<file path="config.mk">
export PLATFORM = sky130hd
export DESIGN_NAME = lpm_tbl_arbiter
export DESIGN_NICKNAME = d
export VERILOG_FILES = /design/src/rtl/lpm_tbl_arbiter.sv
export SDC_FILE = /design/constraint.sdc
export NUM_CORES = 1
export LEC_CHECK = 0
export CELL_PAD_IN_SITES_DETAIL_PLACEMENT = 0
export CELL_PAD_IN_SITES_GLOBAL_PLACEMENT = 1
export CORE_AREA = 3 3 324 326
export DETAILED_ROUTE_END_ITERATION = 8
export DIE_AREA = 0 0 327 329
export PLACE_DENSITY = 0.47
export SLEW_MARGIN = 5
export SYNTH_ARGS = -nofsm -noshare
export SYNTH_HDL_FRONTEND = slang
export SYNTH_SLANG_ARGS = --single-unit
</file>
<file path="constraint.sdc">
create_clock -name AXI_ACLK -period 2.9 [get_ports AXI_ACLK]
set_clock_uncertainty 0.15 [all_clocks]
set_input_delay 0.725 -clock AXI_ACLK [delete_from_list [all_inputs] [get_ports AXI_ACLK]]
set_output_delay 0.725 -clock AXI_ACLK [all_outputs]
set_load 0.005 [all_outputs]
</file>
<file path="src/rtl/lpm_tbl_arbiter.sv">
// Round-robin arbiter sharing the LPM route table access port between the
// host register requester (req0) and the route-update agent (req1).
module lpm_tbl_arbiter #(
    parameter int C_S_AXI_DATA_WIDTH = 32,
    parameter int TBL_ADDR_WIDTH     = 5,
    parameter int TIMEOUT_CYCLES     = 16
) (
    input  logic                            AXI_ACLK,
    input  logic                            AXI_RESET,
    input  logic                            req0_rd,
    input  logic                            req0_wr,
    input  logic [TBL_ADDR_WIDTH-1:0]       req0_addr,
    input  logic [4*C_S_AXI_DATA_WIDTH-1:0] req0_wdata,
    output logic                            req0_ack,
    output logic                            req0_err,
    output logic [4*C_S_AXI_DATA_WIDTH-1:0] req0_rdata,
    input  logic                            req1_rd,
    input  logic                            req1_wr,
    input  logic [TBL_ADDR_WIDTH-1:0]       req1_addr,
    input  logic [4*C_S_AXI_DATA_WIDTH-1:0] req1_wdata,
    output logic                            req1_ack,
    output logic                            req1_err,
    output logic [4*C_S_AXI_DATA_WIDTH-1:0] req1_rdata,
    output logic                            tbl_rd_req,
    output logic                            tbl_wr_req,
    output logic [TBL_ADDR_WIDTH-1:0]       tbl_rd_addr,
    output logic [TBL_ADDR_WIDTH-1:0]       tbl_wr_addr,
    output logic [4*C_S_AXI_DATA_WIDTH-1:0] tbl_wr_data,
    input  logic [4*C_S_AXI_DATA_WIDTH-1:0] tbl_rd_data,
    input  logic                            tbl_rd_ack,
    input  logic                            tbl_wr_ack,
    output logic                            busy,
    output logic [31:0]                     timeout_count
);

    localparam int DW = 4 * C_S_AXI_DATA_WIDTH;
    localparam int TW = (TIMEOUT_CYCLES > 2) ? $clog2(TIMEOUT_CYCLES) : 1;

    localparam logic [1:0] S_IDLE  = 2'd0;
    localparam logic [1:0] S_ISSUE = 2'd1;
    localparam logic [1:0] S_WAIT  = 2'd2;
    localparam logic [1:0] S_RESP  = 2'd3;

    logic [1:0]                state;
    logic                      last_grant;
    logic                      grant;
    logic                      op_rd;
    logic                      resp_err;
    logic [TW-1:0]             timer;
    logic [TBL_ADDR_WIDTH-1:0] addr_q;
    logic [DW-1:0]             wdata_q;

    logic pend0, pend1, sel, sel_rd, sel_wr, ack_match;

    assign pend0     = req0_rd | req0_wr;
    assign pend1     = req1_rd | req1_wr;
    // On a tie the requester not served last wins; otherwise the lone pending one.
    assign sel       = (pend0 & pend1) ? ~last_grant : pend1;
    assign sel_rd    = sel ? req1_rd : req0_rd;
    assign sel_wr    = sel ? req1_wr : req0_wr;
    assign ack_match = op_rd ? tbl_rd_ack : tbl_wr_ack;

    always_ff @(posedge AXI_ACLK) begin
        if (AXI_RESET) begin
            state         <= S_IDLE;
            last_grant    <= 1'b1;
            grant         <= 1'b0;
            op_rd         <= 1'b0;
            resp_err      <= 1'b0;
            timer         <= '0;
            addr_q        <= '0;
            wdata_q       <= '0;
            req0_rdata    <= '0;
            req1_rdata    <= '0;
            timeout_count <= '0;
        end else begin
            case (state)
                S_IDLE: begin
                    if (pend0 | pend1) begin
                        grant   <= sel;
                        op_rd   <= sel_rd;
                        addr_q  <= sel ? req1_addr : req0_addr;
                        wdata_q <= sel ? req1_wdata : req0_wdata;
                        // rd and wr together is rejected without touching the table
                        if (sel_rd & sel_wr) begin
                            resp_err <= 1'b1;
                            state    <= S_RESP;
                        end else begin
                            resp_err <= 1'b0;
                            state    <= S_ISSUE;
                        end
                    end
                end
                S_ISSUE: begin
                    timer <= '0;
                    state <= S_WAIT;
                end
                S_WAIT: begin
                    if (ack_match) begin
                        resp_err <= 1'b0;
                        state    <= S_RESP;
                        if (op_rd) begin
                            if (grant) req1_rdata <= tbl_rd_data;
                            else       req0_rdata <= tbl_rd_data;
                        end
                    end else if (timer == TW'(TIMEOUT_CYCLES - 1)) begin
                        resp_err <= 1'b1;
                        state    <= S_RESP;
                        if (timeout_count != 32'hFFFF_FFFF)
                            timeout_count <= timeout_count + 32'd1;
                    end else begin
                        timer <= timer + TW'(1);
                    end
                end
                S_RESP: begin
                    last_grant <= grant;
                    state      <= S_IDLE;
                end
                default: state <= S_IDLE;
            endcase
        end
    end

    assign busy        = (state != S_IDLE);
    assign tbl_rd_req  = (state == S_ISSUE) &  op_rd;
    assign tbl_wr_req  = (state == S_ISSUE) & ~op_rd;
    assign tbl_rd_addr = addr_q;
    assign tbl_wr_addr = addr_q;
    assign tbl_wr_data = wdata_q;

    assign req0_ack = (state == S_RESP) & ~grant & ~resp_err;
    assign req0_err = (state == S_RESP) & ~grant &  resp_err;
    assign req1_ack = (state == S_RESP) &  grant & ~resp_err;
    assign req1_err = (state == S_RESP) &  grant &  resp_err;

endmodule
</file>
After elaboration in Yosys (flattened, before gate mapping)
Cells that the tools add are included.
{ "word_totals": {"register_bits": 431, "in_bits": 402, "out_inout_bits": 433, "elab_cells": 70} }
{ "classes": {"addsub": 2, "eq_ne": 9, "n_mux": 19, "bitwise_logic": 18, "n_reduce_logical": 11} }
{ "ops": {"columns": ["cell", "count"], "rows": [
  ["$mux 128", 1],
  ["$add 32x1->32 const B", 1],
  ["$ne 32x32->1 const B", 1],
  ["$reduce_and 4->1", 3],
  ["$and 1x1->1", 10],
  ["$mux 1", 8],
  ["$mux 2", 4],
  ["$mux 4", 2],
  ["$pmux 2 s4", 1],
  ["$pmux 4 s2", 1],
  ["$ne 2x2->1 const B", 3],
  ["$reduce_and 3->1", 2],
  ["$reduce_bool 2->1", 3],
  ["$mux 5", 1],
  ["$not 1->1", 5],
  ["$add 4x1->4 const B", 1],
  ["$eq 2x2->1 const B", 2],
  ["$eq 4x4->1 const B", 1],
  ["$reduce_and 2->1", 2],
  ["$ne 3x3->1 const B", 1],
  ["$or 1x1->1", 3],
  ["$eq 2x1->1 const B", 1],
  ["$logic_not 2->1", 1],
  ["$pmux 1 s2", 1]
]} }

Longest topological paths before layout
{ "logic_depth": {"depth_word": 8, "mapped_depth": 10, "ltp_nobuf": 7} }

Least setup slack after synthesis
OpenSTA, ideal clock, no wires.
{ "synth_path": {"kind": "input port to flip-flop", "from": "input port tbl_rd_ack", "to": "register timeout_count[29]", "setup_time_ns": 0.070, "t_arrival_ns": 2.326, "required_ns": 2.680, "path_slack_ns": 0.354, "stages": 6, "n_path_buf": 1, "cell_sequence": "mux2i_2 nand3_4 or4_1 buf_2 or4_1 a21oi_1"} }
{ "synth_via": {"elab_chain_cells": 3} }
{ "synth_lines": {"columns": ["element", "line_no", "source"], "rows": [
  ["start, declared", "30", "input logic tbl_rd_ack,"],
  ["$mux 1", "61", "assign ack_match = op_rd ? tbl_rd_ack : tbl_wr_ack;"],
  ["$not 1->1 (no line)", null, null],
  ["$reduce_and 4->1 (no line)", null, null],
  ["end signal, assigned", "110", "timeout_count <= timeout_count + 32'd1;"],
  ["end, declared", "33", "output logic [31:0] timeout_count"]
]} }
No other way between the ends.
A chain may end at the register's enable or synchronous reset.

Worst setup path in the final report
{ "layout_path": {"from": "register state[0]", "to": "output port busy"} }
{ "layout_via": {"elab_chain_cells": 1} }
{ "layout_lines": {"columns": ["element", "line_no", "source"], "rows": [
  ["start, declared", "44", "logic [1:0] state;"],
  ["start signal, assigned", "65", "state <= S_IDLE;"],
  ["start signal, assigned", "87", "state <= S_RESP;"],
  ["start signal, assigned", "90", "state <= S_ISSUE;"],
  ["$reduce_bool 2->1", "124", "assign busy = (state != S_IDLE);"],
  ["end, declared", "32", "output logic busy,"]
]} }
No other way between the ends.

==> impl_table.tex <==
\begin{tabular}{lr}
\hline
Metric & Value \\
\hline
\multicolumn{2}{l}{\textbf{Status}} \\
Outcome & finished clean \\
\multicolumn{2}{l}{\textbf{Placement}} \\
Global placement routability congestion & 0.811 \\
Post-DP HPWL & 70.5 mm \\
Port Buffers & 834 \\
\multicolumn{2}{l}{\textbf{CTS}} \\
Count of buffers added by post-CTS timing repair for setup & 0 \\
Clock root buffer master & sky130\_fd\_sc\_hd\_\_clkbuf\_16 \\
TritonCTS buffer count & 54 \\
H-tree lvl count & 2 \\
Clock-pin transition on the worst setup and hold timing paths & 60 ps \\
Total number of clock tree sinks & 431 \\
Number of buffers added to fix hold violations after cts & 0 \\
CTS max path bufs & 3 \\
Later-pin clock latency in the skew report & 630 ps \\
CTS tree & built \\
\multicolumn{2}{l}{\textbf{Logic synthesis}} \\
Number of synthesized register bits & 431 \\
Main combinational cell family by area after synthesis & simple AND/OR/NAND/NOR gates \\
YS warnings & 0 \\
Synthesized cell area & 16800 um\^{}2 \\
Synthesized area per cell & 8.40 um\^{}2 \\
Sequential fraction of the synthesis area & 51.5\% \\
Post-Synth Adder-Cell Area & 0.523\% \\
Fraction of the mapped netlist area in simple logic gates & 18.9\% \\
Synthesized-area fraction occupied by ao, oa, aoi and oai cells & 16.3\% \\
Number of instances in the synthesized netlist & 1994 \\
Post-Synth XOR/XNOR Area & 0.105\% \\
Proportion of synthesized area in mux cells & 8.42\% \\
Synthesized netlist net count & 2403 \\
Number of library cell types mapped by synthesis & 42 \\
\multicolumn{2}{l}{\textbf{Final layout}} \\
Register area & 8630 um\^{}2 \\
Ratio of cells with drive above 1 in the final layout & 6.28\% \\
Syn-to-layout area delta & 72.6\% \\
Fill cells & 11000 \\
Footprint of the multi-input gates & 7480 um\^{}2 \\
Number of nets in the layout & 3203 \\
\multicolumn{2}{l}{\textbf{Timing}} \\
Minimum clock period after layout & 2790 ps \\
Setup tns final & 0 ps \\
Final hold slack & 301 ps \\
Final setup violating endpoints & 0 \\
Final Hold Violating Endpoints & 0 \\
Unrepaired setup endpoints after global routing & no \\
Final worst path period share & 96.2\% \\
Slew HR & 39.5\% \\
Max Freq & 359 MHz \\
Transition time of the tightest slew-check pin & 907 ps \\
Total count of max-transition violations in the final report & 0 \\
\multicolumn{2}{l}{\textbf{Detailed routing}} \\
Antenna violation net count after detailed routing & 0 \\
Via density & 4.09 \\
Routed wirelength normalized by instance count & 21.3 um \\
First-iteration detailed-routing DRC count & 716 \\
Routed via count & 17200 \\
Wirelength, routed & 89.8 mm \\
DRC violation count after routing & 0 \\
Pre-antenna DRT Iters & 5 \\
\multicolumn{2}{l}{\textbf{GRT}} \\
Global-route track usage on met1 & 17.2\% \\
Vias in the first global route & 17400 \\
Met3 layer usage reported by global route & 6.05\% \\
Number of antenna violations at the first check in global routing & 12 \\
Total congestion overflow after global routing & 0 \\
Maximum number of pins on one net before global-route repair & 129 \\
Met2 capacity usage during global routing & 28.2\% \\
Global-route wire length before repair & 126 mm \\
GRT Max-Usage Layer & met2 \\
GRT Total Usage & 15.8\% \\
\multicolumn{2}{l}{\textbf{Floorplanning}} \\
DIE AREA & 108000 um\^{}2 \\
Placeable core region & 102000 um\^{}2 \\
Row cnt & 117 \\
Starting utilization of the core area & 16.4\% \\
Width of the chip & 327 um \\
Number of top-level pins & 835 \\
Die height & 329 um \\
\multicolumn{2}{l}{\textbf{Power and ir drop}} \\
Power per unit of standard cell area & 694 nW/um\^{}2 \\
P\_leak & 10.4 nW \\
Overall power of the completed layout & 20.1 mW \\
Worst IR drop on VDD & 0.403 mV \\
\multicolumn{2}{l}{\textbf{Worst setup path}} \\
Worst-path maximum fanout & 5 \\
Critical path startpoint category & flip-flop \\
Data required time of the critical path & 2030 ps \\
Data arrival time of the worst path & 1910 ps \\
Endpoint type of the worst setup path & primary output \\
Start-to-end type of the worst setup path & flip-flop to primary output \\
\multicolumn{2}{l}{\textbf{Job}} \\
Count of maximum capacitance violations & 0 \\
\multicolumn{2}{l}{\textbf{Hold path}} \\
Worst hold-check path type & flip-flop to flip-flop \\
\hline
\end{tabular}
[worst max-delay path: stages (launching register included)]
cell	delay, ps
sky130_fd_sc_hd__dfxtp_1	380
sky130_fd_sc_hd__inv_1	100
sky130_fd_sc_hd__ha_1	270
sky130_fd_sc_hd__inv_1	100
sky130_fd_sc_hd__dlygate4sd2_1	430
[through the flow]
step | setup WS, ps | instance area [um^2] | instances | util, %
global placement | -403 | 27100 | 4106 | 26.6
floorplan | 354 | 16800 | 1994 | -
CTS | 7.44 | 28900 | 4204 | 28.3
detailed placement | -389 | 27100 | 4106 | 26.6
finish | 111 | 28900 | 4211 | 28.3
global route | 15.9 | 28900 | 4208 | 28.3
[Yosys cell counts]
cell / number / area (um^2)
sky130_fd_sc_hd__or3_1: 6 / 37.5
sky130_fd_sc_hd__buf_1: 6 / 22.5
sky130_fd_sc_hd__xor2_1: 2 / 17.5
sky130_fd_sc_hd__o21ai_0: 9 / 45.0
sky130_fd_sc_hd__o221ai_1: 1 / 8.76
sky130_fd_sc_hd__clkbuf_1: 142 / 533
sky130_fd_sc_hd__nor3b_1: 2 / 15.0
sky130_fd_sc_hd__o41ai_1: 2 / 17.5
sky130_fd_sc_hd__nor3_1: 4 / 20.0
sky130_fd_sc_hd__nand3b_1: 1 / 7.51
sky130_fd_sc_hd__nand4_1: 9 / 56.3
sky130_fd_sc_hd__nor2b_1: 6 / 37.5
sky130_fd_sc_hd__mux2_2: 4 / 45.0
sky130_fd_sc_hd__a41oi_1: 1 / 8.76
sky130_fd_sc_hd__nand3_4: 1 / 17.5
sky130_fd_sc_hd__a32oi_1: 1 / 8.76
sky130_fd_sc_hd__nand2_1: 530 / 1990
sky130_fd_sc_hd__mux2i_2: 1 / 13.8
sky130_fd_sc_hd__o21bai_1: 1 / 7.51
sky130_fd_sc_hd__nand3_1: 16 / 80.1
sky130_fd_sc_hd__o211ai_1: 3 / 22.5
sky130_fd_sc_hd__nor2_1: 155 / 582
sky130_fd_sc_hd__and4_1: 7 / 61.3
sky130_fd_sc_hd__mux2i_1: 135 / 1350
sky130_fd_sc_hd__nor4_1: 5 / 31.3
sky130_fd_sc_hd__or4_1: 19 / 143
sky130_fd_sc_hd__o31ai_1: 18 / 135
sky130_fd_sc_hd__a21boi_0: 1 / 7.51
sky130_fd_sc_hd__ha_1: 7 / 87.6
sky130_fd_sc_hd__a21oi_1: 287 / 1440
sky130_fd_sc_hd__or2_2: 1 / 6.26
sky130_fd_sc_hd__buf_4: 6 / 45.0
sky130_fd_sc_hd__dfxtp_1: 431 / 8630
sky130_fd_sc_hd__o31a_1: 1 / 8.76
sky130_fd_sc_hd__inv_1: 10 / 37.5
sky130_fd_sc_hd__a221oi_1: 1 / 8.76
sky130_fd_sc_hd__and3_1: 9 / 56.3
sky130_fd_sc_hd__o311ai_0: 1 / 8.76
sky130_fd_sc_hd__and2_1: 3 / 18.8
sky130_fd_sc_hd__nand2b_1: 2 / 12.5
sky130_fd_sc_hd__buf_2: 12 / 60.1
sky130_fd_sc_hd__a211oi_1: 135 / 1010
[layout make-up]
type	count	area share, %
antenna	7	0.0606
timing repair buffer	910	32.0
multi-input combinational	1387	25.9
sequential	431	29.8
tap	1368	5.92
clock inverter	11	0.450
inverter	10	0.130
clock buffer	87	5.76
[power by group]
group	switching [mW]	leakage [nW]	internal (mW)
registers	0.517	3.51	6.75
clock network	2.79	0.882	4.01
logic	3.00	6.04	3.00
[state kept, by name, summed over array words and instances (netlist names)]
register,count
last_grant,1
grant,1
tbl_wr_data,128
req1_rdata,128
op_rd,1
resp_err,1
req0_rdata,128
timeout_count,32
state,2
tbl_rd_addr,5
timer,4
[logic make-up (layout without fill, tap and decap cells)]
family	after synthesis	after routing
multiplexers	140	140
other	0	7
adder cells (fa/ha/maj)	7	7
buffers and inverters	176	1018
flip-flops	431	431
AND/OR/NAND/NOR	776	776
XOR/XNOR	2	2
AO/OA/AOI/OAI	462	462
[layout by cell type, fill, tap and decap left out, types with 2 or more instances in the layout]
cell type	synthesis	routed
sky130_fd_sc_hd__clkbuf_16	0	54
sky130_fd_sc_hd__nor3_1	4	4
sky130_fd_sc_hd__a211oi_1	135	135
sky130_fd_sc_hd__nor2b_1	6	6
sky130_fd_sc_hd__o31ai_1	18	18
sky130_fd_sc_hd__xor2_1	2	2
sky130_fd_sc_hd__diode_2	0	7
sky130_fd_sc_hd__mux2i_1	135	135
sky130_fd_sc_hd__clkbuf_8	0	19
sky130_fd_sc_hd__nor4_1	5	5
sky130_fd_sc_hd__buf_4	6	50
sky130_fd_sc_hd__a21oi_1	287	287
sky130_fd_sc_hd__o211ai_1	3	3
sky130_fd_sc_hd__nand4_1	9	9
sky130_fd_sc_hd__and2_1	3	3
sky130_fd_sc_hd__clkdlybuf4s50_1	0	826
sky130_fd_sc_hd__nand2_1	530	530
sky130_fd_sc_hd__nor2_1	155	152
sky130_fd_sc_hd__ha_1	7	6
sky130_fd_sc_hd__nand3_1	16	16
sky130_fd_sc_hd__or4_1	19	19
sky130_fd_sc_hd__inv_1	10	10
sky130_fd_sc_hd__dfxtp_1	431	430
sky130_fd_sc_hd__or3_1	6	6
sky130_fd_sc_hd__buf_12	0	27
sky130_fd_sc_hd__o21ai_0	9	8
sky130_fd_sc_hd__mux2_2	4	4
sky130_fd_sc_hd__clkbuf_1	142	14
sky130_fd_sc_hd__nor2_4	0	3
sky130_fd_sc_hd__and4_1	7	7
sky130_fd_sc_hd__and3_1	9	9
sky130_fd_sc_hd__dlygate4sd2_1	0	4
sky130_fd_sc_hd__clkinv_2	0	5
sky130_fd_sc_hd__o41ai_1	2	2
[per-layer routing]
| layer | vias up | part of all wire (%) | routed length [um] |
|---|---|---|---|
| met4 | 8 | 3.3 | 2960 |
| met3 | 106 | 9.0 | 8060 |
| met5 | - | 0.068 | 61 |
| met2 | 618 | 50 | 44500 |
| met1 | 8029 | 38 | 34100 |
| li1 | 8474 | - | - |
[final timing paths]
check	from	endpoint	slack [ps]	depth (start not counted)
worst min register to register	req1_rdata[99]	req1_rdata[99]	300	2
worst max register to register	op_rd	timeout_count[27]	370	5
worst max-delay path	state[0]	busy	110	4
worst min-delay path	req1_rdata[99]	req1_rdata[99]	300	2
[timing repair]
| action | CTS | global route |
|---|---|---|
| setup endpoints to repair | 7 | 2 |
| pin swaps | 0 | 0 |
| resized for setup | 12 | 3 |
No activity file was read; power rests on OpenSTA's default activity.
